`src/rtl/bin2cdu_if.sv`:
```
// bin2cdu_if: start/done handshake and digit outputs of the binary-to-digit converter.
interface bin2cdu_if;
  logic       start;
  logic [9:0] bin;
  logic       busy;
  logic       done;
  logic [4:0] u;
  logic [4:0] d;
  logic [4:0] c;
  modport master (output start, bin, input busy, done, u, d, c);
  modport slave (input start, bin, output busy, done, u, d, c);
endinterface

```
`src/rtl/bin2cdu.sv`:
```
// bin2cdu: iterative double-dabble binary to display-digit codes (0-9, 16 blank, 17 error).
// BIN2CDU_BLANK_EN enables leading-zero blanking of the hundreds and tens digits.
module bin2cdu (
  input logic      clk,
  input logic      rst,
  bin2cdu_if.slave io
);
  typedef enum logic [1:0] {IDLE, SHIFT, DONE} state_t;
  state_t      state_q;
  logic [21:0] sr_q;
  logic [21:0] sr_d;
  logic [3:0]  cnt_q;
  logic        ovf_q;
  logic        done_q;
  logic [4:0]  u_q, d_q, c_q;
  logic [4:0]  u_d, d_d, c_d;
  logic [3:0]  h_a, t_a, n_a;
  always_comb begin
    h_a = sr_q[21:18] >= 4'd5 ? sr_q[21:18] + 4'd3 : sr_q[21:18];
    t_a = sr_q[17:14] >= 4'd5 ? sr_q[17:14] + 4'd3 : sr_q[17:14];
    n_a = sr_q[13:10] >= 4'd5 ? sr_q[13:10] + 4'd3 : sr_q[13:10];
    sr_d = {h_a, t_a, n_a, sr_q[9:0]} << 1;
    u_d = ovf_q ? 5'd17 : {1'b0, sr_q[13:10]};
`ifdef BIN2CDU_BLANK_EN
    d_d = ovf_q ? 5'd17 : sr_q[21:14] == 8'd0 ? 5'd16 : {1'b0, sr_q[17:14]};
    c_d = ovf_q ? 5'd17 : sr_q[21:18] == 4'd0 ? 5'd16 : {1'b0, sr_q[21:18]};
`else
    d_d = ovf_q ? 5'd17 : {1'b0, sr_q[17:14]};
    c_d = ovf_q ? 5'd17 : {1'b0, sr_q[21:18]};
`endif
  end
  always_ff @(posedge clk) begin
    if (rst) begin
      state_q <= IDLE;
      sr_q    <= '0;
      cnt_q   <= '0;
      ovf_q   <= 1'b0;
      done_q  <= 1'b0;
      u_q     <= 5'd16;
      d_q     <= 5'd16;
      c_q     <= 5'd16;
    end else begin
      done_q <= 1'b0;
      case (state_q)
        IDLE: begin
          ovf_q <= io.bin > 10'd999;
          if (io.start) begin
            sr_q    <= {12'b0, io.bin};
            cnt_q   <= '0;
            state_q <= SHIFT;
          end
        end
        SHIFT: begin
          sr_q  <= sr_d;
          cnt_q <= cnt_q + 4'd1;
          if (cnt_q == 4'd9) state_q <= DONE;
        end
        default: begin
          u_q     <= u_d;
          d_q     <= d_d;
          c_q     <= c_d;
          done_q  <= 1'b1;
          state_q <= IDLE;
        end
      endcase
    end
  end
  assign io.busy = state_q != IDLE;
  assign io.done = done_q;
  assign io.u    = u_q;
  assign io.d    = d_q;
  assign io.c    = c_q;
endmodule

```
`src/flat_wrapper.sv`:
```
// flat-port wrapper written by rule: the top's interface ports become plain ports
module bin2cdu_flat 
  (clk, rst, io_start, io_bin, io_busy, io_done, io_u, io_d, io_c);
  bin2cdu_if io_i ();
  input logic clk;
  input logic rst;
  input wire logic [$bits(io_i.start)-1:0] io_start;
  input wire logic [$bits(io_i.bin)-1:0] io_bin;
  output wire logic [$bits(io_i.busy)-1:0] io_busy;
  output wire logic [$bits(io_i.done)-1:0] io_done;
  output wire logic [$bits(io_i.u)-1:0] io_u;
  output wire logic [$bits(io_i.d)-1:0] io_d;
  output wire logic [$bits(io_i.c)-1:0] io_c;
  assign io_i.start = io_start;
  assign io_i.bin = io_bin;
  assign io_busy = io_i.busy;
  assign io_done = io_i.done;
  assign io_u = io_i.u;
  assign io_d = io_i.d;
  assign io_c = io_i.c;
  bin2cdu u_core (.clk(clk), .rst(rst), .io(io_i));
endmodule
```
`config.mk`:
```
export PLATFORM = sky130hd
export DESIGN_NAME = bin2cdu_flat
export DESIGN_NICKNAME = d
export VERILOG_FILES = /design/src/rtl/bin2cdu_if.sv /design/src/rtl/bin2cdu.sv /design/src/flat_wrapper.sv
export SDC_FILE = /design/constraint.sdc
export NUM_CORES = 1
export LEC_CHECK = 0
export BUFFER_PORTS_ARGS = -buffer_cell sky130_fd_sc_hd__clkbuf_2
export CORE_AREA = 2 2 67 69
export CTS_BUF_LIST = sky130_fd_sc_hd__clkbuf_4
export DETAILED_ROUTE_END_ITERATION = 12
export DIE_AREA = 0 0 69 71
export GPL_TIMING_DRIVEN = 0
export PLACE_DENSITY_LB_ADDON = 0.15
export SLEW_MARGIN = 20
export SYNTH_ARGS = -nofsm -noshare
export SYNTH_HDL_FRONTEND = slang
export SYNTH_SLANG_ARGS = --single-unit
```
`constraint.sdc`:
```
create_clock -name clk -period 2.13 [get_ports clk]
set_input_delay 0.426 -clock clk [delete_from_list [all_inputs] [get_ports clk]]
set_output_delay 0.426 -clock clk [all_outputs]
set_load 0.01 [all_outputs]
```
; Yosys cells after proc, flatten, opt, wreduce, memory -nomap -nowiden
; Cells that the tools add are included.
[totals]
ff_bits = 45
input_bits = 13
word_cells = 40
out_inout_bits = 17
[op_classes]
order_cmp = 4
mux = 14
eq_ne = 4
reduce_logical = 6
addsub = 4
[op_table]
columns = op, count
row1 = 22-bit one-hot mux with 2 select lines, 1
row2 = 22-bit two-way mux, 1
row3 = 5-bit two-way mux, 3
row4 = "4-bit by 3-bit greater-or-equal comparator with 1-bit output, second input constant", 3
row5 = 4-bit two-way mux, 3
row6 = "10-bit > comparator, second input constant", 1
row7 = "4-bit by 2-bit adder with 4-bit output, second input constant", 2
row8 = 4-bit one-hot mux with 2 select lines, 1
row9 = "4-bit by 1-bit adder with 4-bit output, second input constant", 1
row10 = "4-bit equality test, second input constant", 1
row11 = 2-bit two-way mux, 2
row12 = 2-bit one-hot mux with 2 select lines, 1
row13 = 2-bit AND reduction, 2
row14 = 2-bit nonzero test, 2
row15 = "3-bit by 2-bit adder with 3-bit output, second input constant", 1
row16 = 3-bit two-way mux, 1
row17 = "2-bit by 1-bit equality test with 1-bit output, second input constant", 1
row18 = 2-bit logical NOT, 1
row19 = "2-bit by 1-bit inequality test with 1-bit output, second input constant", 1
row20 = "2-bit inequality test, second input constant", 1
row21 = 2-bit OR reduction, 1
row22 = 1-bit two-way mux, 1

; Logic depth before layout (Yosys ltp)
; Gate-level depths: netlist of the first run.
[depth]
ltp_word = 3
ltp_mapped = 6
ltp_nobuf = 6

; Worst setup path before layout of the first run
; OpenSTA, ideal clock, no wires.
[synth_timing]
path_type = register to register
start = reg u_core.sr_q[11]
end = reg u_core.sr_q[12]
slack_ps = 762
t_required_ps = 2013
arrival_ps = 1251
stages_incl_launch_ff = 7
path_cell_list = dfxtp_1 inv_1 ha_1 nand2b_1 a21oi_1 mux2i_1 a22o_1
[synth_via]
elab_chain_len = 3
elab_cells_between_ends = 4
cone_classes = 1 x add/sub / 1 x order compare / 2 x mux
[synth_lines]
columns = item, line_no
row1 = from (decl), bin2cdu.sv:10  ; logic [21:0] sr_q;
row2 = from (signal assigned), bin2cdu.sv:48  ; sr_q <= {12'b0, io.bin};
row3 = from (signal assigned), bin2cdu.sv:54  ; sr_q <= sr_d;
row4 = 4-bit by 2-bit adder with 4-bit output / 4-bit by 3-bit greater-or-equal comparator with 1-bit output (equally long branches), bin2cdu.sv:21  ; n_a = sr_q[13:10] >= 4'd5 ? sr_q[13:10] + 4'd3 : sr_q[13:10];
row5 = 4-bit two-way mux (*), bin2cdu.sv:21
row6 = 22-bit one-hot mux with 2 select lines (*), bin2cdu.sv:44  ; case (state_q)
; Every way passes the cells marked *; elsewhere a longest branch is shown, timed or not.
; A chain may end at the register's enable or synchronous reset.

; Worst setup path in the final report of the first run
[layout_timing]
start = reg u_core.state_q[1]
end = out io_busy
[layout_via]
elab_chain_len = 1
[layout_lines]
columns = item, line_no
row1 = from (decl), bin2cdu.sv:9  ; state_t state_q;
row2 = from (signal assigned), bin2cdu.sv:34  ; state_q <= IDLE;
row3 = from (signal assigned), bin2cdu.sv:50  ; state_q <= SHIFT;
row4 = from (signal assigned), bin2cdu.sv:56  ; if (cnt_q == 4'd9) state_q <= DONE;
row5 = 2-bit nonzero test, bin2cdu.sv:68  ; assign io.busy = state_q != IDLE;
row6 = to (decl), flat_wrapper.sv:9  ; output wire logic [$bits(io_i.busy)-1:0] io_busy;
; Every way passes these cells.

==> results of run 1 <==
-- final timing paths --
path / startpoint / endpoint / slack (ns) / depth (start not counted)
min: io_bin[9] / u_core.ovf_q / 0.40 / 4
max reg2reg: u_core.sr_q[11] / u_core.sr_q[12] / 0.62 / 6
min reg2reg: u_core.io.u[1] / u_core.io.u[1] / 0.48 / 2
max: u_core.state_q[1] / io_busy / 0.49 / 3
-- power by group through the flow --
stage / registers, mW / logic (mW) / clock network, mW
finish: 0.839 / 0.130 / 0.429
global route: 0.843 / 0.151 / 0.480
CTS: 0.839 / 0.133 / 0.442
detailed placement: 0.857 / 0.133 / 0
global placement: 0.857 / 0.132 / 0
floorplan: 0.854 / 0.0951 / 0
-- worst reg2reg max path: cells and delay by family, from the launching register on --
kind	cells	cell delay [ns]
AOI/OAI and AO/OA	2	0.43
DFF	1	0.41
muxes	1	0.24
adders and majority gates	1	0.17
and+or+nand+nor	1	0.13
buffers and inverters	1	0.09
-- routing by layer --
layer  GRT usage  vias to the layer above  share of wire
met4      0.0850                        0          0.013
met3      0.0313                        5          0.046
met5           0                        -              0
li1            -                      878              -
met2       0.277                       31           0.46
met1       0.252                      758           0.48
-- cells in the mapped netlist --
| library cell | instances |
|---|---|
| nor2_1 | 48 |
| nand3_1 | 5 |
| nor3_1 | 13 |
| mux2_2 | 1 |
| a31oi_1 | 1 |
| a211oi_1 | 1 |
| or3_1 | 2 |
| nand4_1 | 1 |
| and2b_1 | 1 |
| ha_1 | 8 |
| a21oi_1 | 27 |
| clkbuf_1 | 4 |
| a22o_1 | 8 |
| xnor2_1 | 3 |
| mux2i_1 | 3 |
| xor2_1 | 2 |
| a2bb2oi_1 | 1 |
| dfxtp_1 | 43 |
| and4b_1 | 2 |
| or2_4 | 1 |
| buf_2 | 4 |
| buf_1 | 3 |
| or2_2 | 1 |
| o22ai_1 | 2 |
| buf_6 | 2 |
| buf_4 | 2 |
| o21ai_0 | 6 |
| nand2_1 | 3 |
| nor2_2 | 3 |
| nor2b_1 | 16 |
| nand2b_1 | 9 |
| inv_1 | 7 |
| a22oi_1 | 2 |
| o21bai_1 | 1 |
| nand3b_1 | 4 |
-- through the flow --
step | hold WS [ns] | instances | utilization | total power [mW]
2_1_floorplan | 0.456 | 240 | - | 0.949
3_3_place_gp | 0.457 | 320 | 0.524 | 0.989
3_5_place_dp | 0.462 | 320 | 0.524 | 0.989
4_1_cts | 0.392 | 328 | 0.538 | 1.41
5_1_grt | 0.415 | 328 | 0.538 | 1.47
6_report | 0.398 | 328 | 0.538 | 1.40
-- placed cells by master, fill, tap and decap left out, types with 2 or more instances in the layout --
| cell | n |
|---|---|
| a22o_1 | 8 |
| ha_1 | 8 |
| inv_1 | 7 |
| a21oi_1 | 27 |
| nor2b_1 | 16 |
| xnor2_1 | 3 |
| or3_1 | 2 |
| nor3_1 | 13 |
| o22ai_1 | 2 |
| clkinvlp_4 | 2 |
| and4b_1 | 2 |
| buf_4 | 2 |
| o21ai_0 | 6 |
| dfxtp_1 | 43 |
| nor2_1 | 48 |
| buf_6 | 2 |
| nand2b_1 | 9 |
| xor2_1 | 2 |
| clkbuf_4 | 5 |
| buf_1 | 3 |
| nand3_1 | 5 |
| clkbuf_1 | 4 |
| clkbuf_2 | 28 |
| nand2_1 | 3 |
| a22oi_1 | 2 |
| mux2i_1 | 3 |
| buf_2 | 4 |
| nor2_2 | 3 |
| nand3b_1 | 4 |
-- final cells by class --
type                       count  area share
buffer                        15      0.0370
clock buffer                   5      0.0166
inverter                       7      0.0116
multi-input combinational    175       0.453
clock inverter                 3      0.0105
timing repair buffer          28      0.0619
sequential                    43       0.380
tap                           52      0.0287
-- kinds of logic (layout without fill, tap and decap cells) --
| logic type | Yosys count | count (layout) |
|---|---|---|
| compound gates | 49 | 49 |
| mux | 4 | 4 |
| fa+ha+maj | 8 | 8 |
| buf+inv | 22 | 58 |
| simple gates | 109 | 109 |
| flops | 43 | 43 |
| xor+xnor | 5 | 5 |
-- state kept, by name (all words and copies together), names as in the netlist --
register,count
u_core.state_q,2
u_core.io.u,4
u_core.ovf_q,1
u_core.io.c,5
u_core.io.d,4
u_core.cnt_q,4
u_core.io.done,1
u_core.sr_q,22
==> results.json, run 1 <==
{
  "cellPowerDensity_nw_per_um2": 618,
  "die_w_um": 69,
  "post_cts_buffers": 0,
  "synth-compound-area-share": 0.147,
  "detailedPlace.worstSlack_ns": 0.610,
  "clockBufferDepth": 2,
  "fin_crit_ns": 1.64,
  "ys_types": 35,
  "grt_max_degree": 16,
  "tightest_slew_ns": 0.554,
  "report.final.slew_viol_count": 0,
  "cts.sinks": 43,
  "hp-class": "in2reg",
  "grt_use_total": 0.182,
  "fin_skew_ns": 0.0135,
  "end_kind": "output port",
  "hpwl_mm": 2.87,
  "slew_headroom": 0.630,
  "drt_iter0_markers": 92,
  "yosysTopAreaCellShare": 0.431,
  "multiInputGateArea_um2": 1030,
  "syn_nets": 261,
  "rsz0062_at_grt": "false",
  "synth-xor-area-share": 0.0219,
  "synthMuxAreaShare": 0.0207,
  "finalSetupViolCount": 0,
  "min_period_over_period": 0.769,
  "power_frac_clock": 0.307,
  "p_int_mw": 1.01,
  "crit_family": "flip-flops",
  "fin_ws_ns": 0.492,
  "start_util": 0.475,
  "stdcell_area_um2": 2260,
  "coreArea_um2": 4200,
  "p_switching_mw": 0.388,
  "synthAdderAreaFrac": 0.0501,
  "synth-seq-area-share": 0.431,
  "antenna_found_initial": 0,
  "seq_area_um2": 861,
  "yosys_warnings": 0,
  "die_y_um": 71,
  "gp_congestion": 0.758,
  "maxCapViolCount": 0,
  "path_clk_slew_ns": 0.14,
  "cts_buffers": 5,
  "diodes": 0,
  "via_per_inst": 5.10,
  "clk_latency_ns": 0.37,
  "synth-simple-area-share": 0.274,
  "synth_area_leaders": "dfxtp_1, nor2_1, a21oi_1, ha_1, nor2b_1",
  "cts_hold_buf": 0,
  "fill_cells": 427,
  "io_pins": 30,
  "routed_wl_mm": 4.12,
  "fmax_ghz": 0.610,
  "htree_levels": 2,
  "seqPwrFrac": 0.600,
  "start_kind": "register",
  "crit_buf_inv": 2,
  "cp_cell_sequence": "buf_6 > or2_4 > clkbuf_2",
  "post-route-drc-count": 0,
  "die_area_um2": 4900,
  "outcome": "complete, no violations",
  "place_area_um2": 2200,
  "syn_area_um2": 2000,
  "hold_viol_final": 0,
  "critPathKind": "reg2out",
  "vdd_drop_max_mv": 0.353,
  "arrival_ns": 1.21,
  "synth-seq-cells": 43,
  "cp.required_ns": 1.70,
  "ant_nets": 0,
  "cts_tree": "built",
  "final.setup.tns_ns": 0,
  "slowest_stage": "dfxtp_1",
  "swShare": 0.277,
  "grt_pass1_vias": 1514,
  "drive_gt1_frac": 0.181,
  "port_buffers": 28,
  "synth_top_family_by_area": "simple AND/OR/NAND/NOR gates",
  "avgSynthCellArea_um2": 8.32,
  "wl_per_cell_um": 12.5,
  "nets": 296,
  "post_cts_resized": 0,
  "grt_pass1_wl_mm": 7.13,
  "cts-root-buf": "clkbuf_4",
  "dr.pass1.iters": 4,
  "path_max_fanout": 9,
  "comb_power_share": 0.093,
  "synth_area_leader_cell": "dfxtp_1",
  "max_stage_delay_ns": 0.33,
  "std_cell_rows": 24,
  "syn2layout_area_growth_pct": 13.3,
  "power_leakage_nw": 0.961,
  "synth_cells": 240,
  "grt_overflow": 0,
  "vias": 1672
}
(Power assumes the default switching activity.)
==> run 2, diff against run 1 <==
clock period = 1.4 ns   (was 2.13 ns; I/O delays follow)
==> run 2 against run 1 <==
Against the previous run:
- the run now ends with negative setup slack left
- sequential share of layout area fell by 1.0 points
- routed wire length rose by 3.5%
- first-iteration DRC count fell by 22%
- worst hold slack got worse by 0.15 ns
- via count rose by 0.84%
- count of clock-buffer cells in the layout did not move
- cell count rose by 1.2%
- utilization rose by 2.6 points
- non-clock buffer count rose by 4
==> results.json, run 2 (synthesis gave the netlist of run 1 again) <==
{
  "rsz0062_at_grt": "true",
  "hpwl_mm": 2.87,
  "seq_area_um2": 878,
  "nets": 300,
  "place_area_um2": 2200,
  "die_area_um2": 4900,
  "path_clk_slew_ns": 0.13,
  "placedCellCount": 320,
  "finalSetupViolCount": 1,
  "cts_hold_buf": 0,
  "r2r_start": "u_core.state_q[1]",
  "path_max_fanout": 6,
  "post-route-util": 0.565,
  "cts-root-buf": "clkbuf_4",
  "reg2reg_to": "u_core.ovf_q",
  "die_y_um": 71,
  "slew_headroom": 0.647,
  "clockBufferDepth": 2,
  "cts_tree": "built",
  "mostFrequentLayoutCell": "nor2_1",
  "grt_use_total": 0.185,
  "min_period_over_period": 1.01,
  "dr.pass1.iters": 4,
  "maxCapViolCount": 0,
  "fin_skew_ns": 0.0152,
  "min_delay_worst_endpoint": "u_core.ovf_q",
  "crit_family": "flip-flops",
  "grt_max_degree": 16,
  "io_pins": 30,
  "coreArea_um2": 4200,
  "std_cell_rows": 24,
  "post-route-drc-count": 0,
  "layout_common_cells": "nor2_1, dfxtp_1, clkbuf_2, a21oi_1, nor2b_1",
  "hold_viol_final": 0,
  "grt_pass1_vias": 1535,
  "vias": 1686,
  "start_kind": "register",
  "ant_nets": 0,
  "fin_ws_ns": -0.0111,
  "start_util": 0.475,
  "cp.required_ns": 1.12,
  "final.setup.tns_ns": -0.0111,
  "violations": "negative setup slack",
  "grt_overflow": 0,
  "fill_cells": 417,
  "port_buffers": 28,
  "hp-class": "in2reg",
  "report.final.slew_viol_count": 0,
  "cellPowerDensity_nw_per_um2": 903,
  "diodes": 0,
  "drive_gt1_frac": 0.257,
  "critPathKind": "reg2out",
  "vdd_drop_max_mv": 0.532,
  "multiInputGateArea_um2": 1090,
  "syn2layout_area_growth_pct": 18.9,
  "routed_wl_mm": 4.26,
  "final_cells": 332,
  "power_mw": 2.14,
  "cts.sinks": 43,
  "via_per_inst": 5.08,
  "htree_levels": 2,
  "gp_congestion": 0.758,
  "r2r_slack_ns": 0.05,
  "antenna_found_initial": 0,
  "min_from": "io_bin[5]",
  "wl_per_cell_um": 12.8,
  "max_stage_delay_ns": 0.38,
  "crit_buf_inv": 1,
  "grt_pass1_wl_mm": 7.25,
  "stdcell_area_um2": 2370,
  "arrival_ns": 1.13,
  "drt_iter0_markers": 72,
  "fin_crit_ns": 1.41,
  "power_leakage_nw": 0.995,
  "top_register": "u_core.sr_q",
  "end_kind": "output port",
  "clk_latency_ns": 0.38,
  "cts_buffers": 5,
  "largest_register_ffs": 22,
  "die_w_um": 69,
  "r2r_cells": 4,
  "slowest_stage": "dfxtp_4",
  "whs_path_depth": 4,
  "fmax_ghz": 0.709,
  "outcome": "finished, violations left",
  "cp_cell_sequence": "or2_4 > buf_6",
  "tightest_slew_ns": 0.530
}
run 2: cell count changes in the layout (fill, tap and decap cells not counted), sizes merged:
cell and change:
buf +4
run 2: cell type report:
type,instances,share of cell area
multi-input cells,175,0.459
flip-flops and latches,43,0.370
clock buffers,5,0.0158
inverters,7,0.0111
plain buffers,14,0.0306
clock inverters,3,0.0100
repair buffers,33,0.0764
well taps,52,0.0274
run 2: stage by stage:
stage	hold slack [ns]	setup slack, ns
2_1_floorplan	0.456	0.0322
3_3_place_gp	0.457	-0.0757
3_5_place_dp	0.462	-0.0943
4_1_cts	0.246	-0.0211
5_1_grt	0.255	-0.0416
6_report	0.252	-0.0111
run 2: metal layers:
layer | track usage | up-vias | part of all wire
met4 | 0.0850 | 0 | 0.019
met3 | 0.0313 | 8 | 0.031
met2 | 0.285 | 23 | 0.45
met1 | 0.255 | 768 | 0.49
met5 | 0 | - | 0
li1 | - | 887 | -
run 2: where the power goes:
group | internal [mW] | switching [mW] | leakage, nW
logic | 0.0897 | 0.124 | 0.613
registers | 1.25 | 0.0215 | 0.354
clock network | 0.201 | 0.455 | 0.0278
total | 1.54 | 0.601 | 0.995
run 2: worst reg2reg max path, stage by stage, from the launching register on:
cell     delay [ns]
dfxtp_4        0.38
or2_4          0.26
buf_4          0.15
or3_1          0.38
a21oi_2        0.13
run 2: repair_timing:
action                     4_1_cts  5_1_grt
pin swaps                        1        4
hold endpoints to repair         0        0
setup buffers                    1        4
setup endpoints to repair        9       14
resized for setup                9       18
run 2: worst max path at each step:
| stage | start | to | cells past startpoint |
|---|---|---|---|
| 2_1_floorplan | u_core.sr_q[11] | u_core.sr_q[12] | 6 |
| 3_3_place_gp | u_core.sr_q[15] | u_core.sr_q[16] | 6 |
| 3_5_place_dp | u_core.sr_q[11] | u_core.sr_q[12] | 6 |
| 4_1_cts | u_core.state_q[1] | io_busy | 2 |
| 5_1_grt | u_core.state_q[1] | io_busy | 2 |
| 6_report | u_core.state_q[1] | io_busy | 2 |
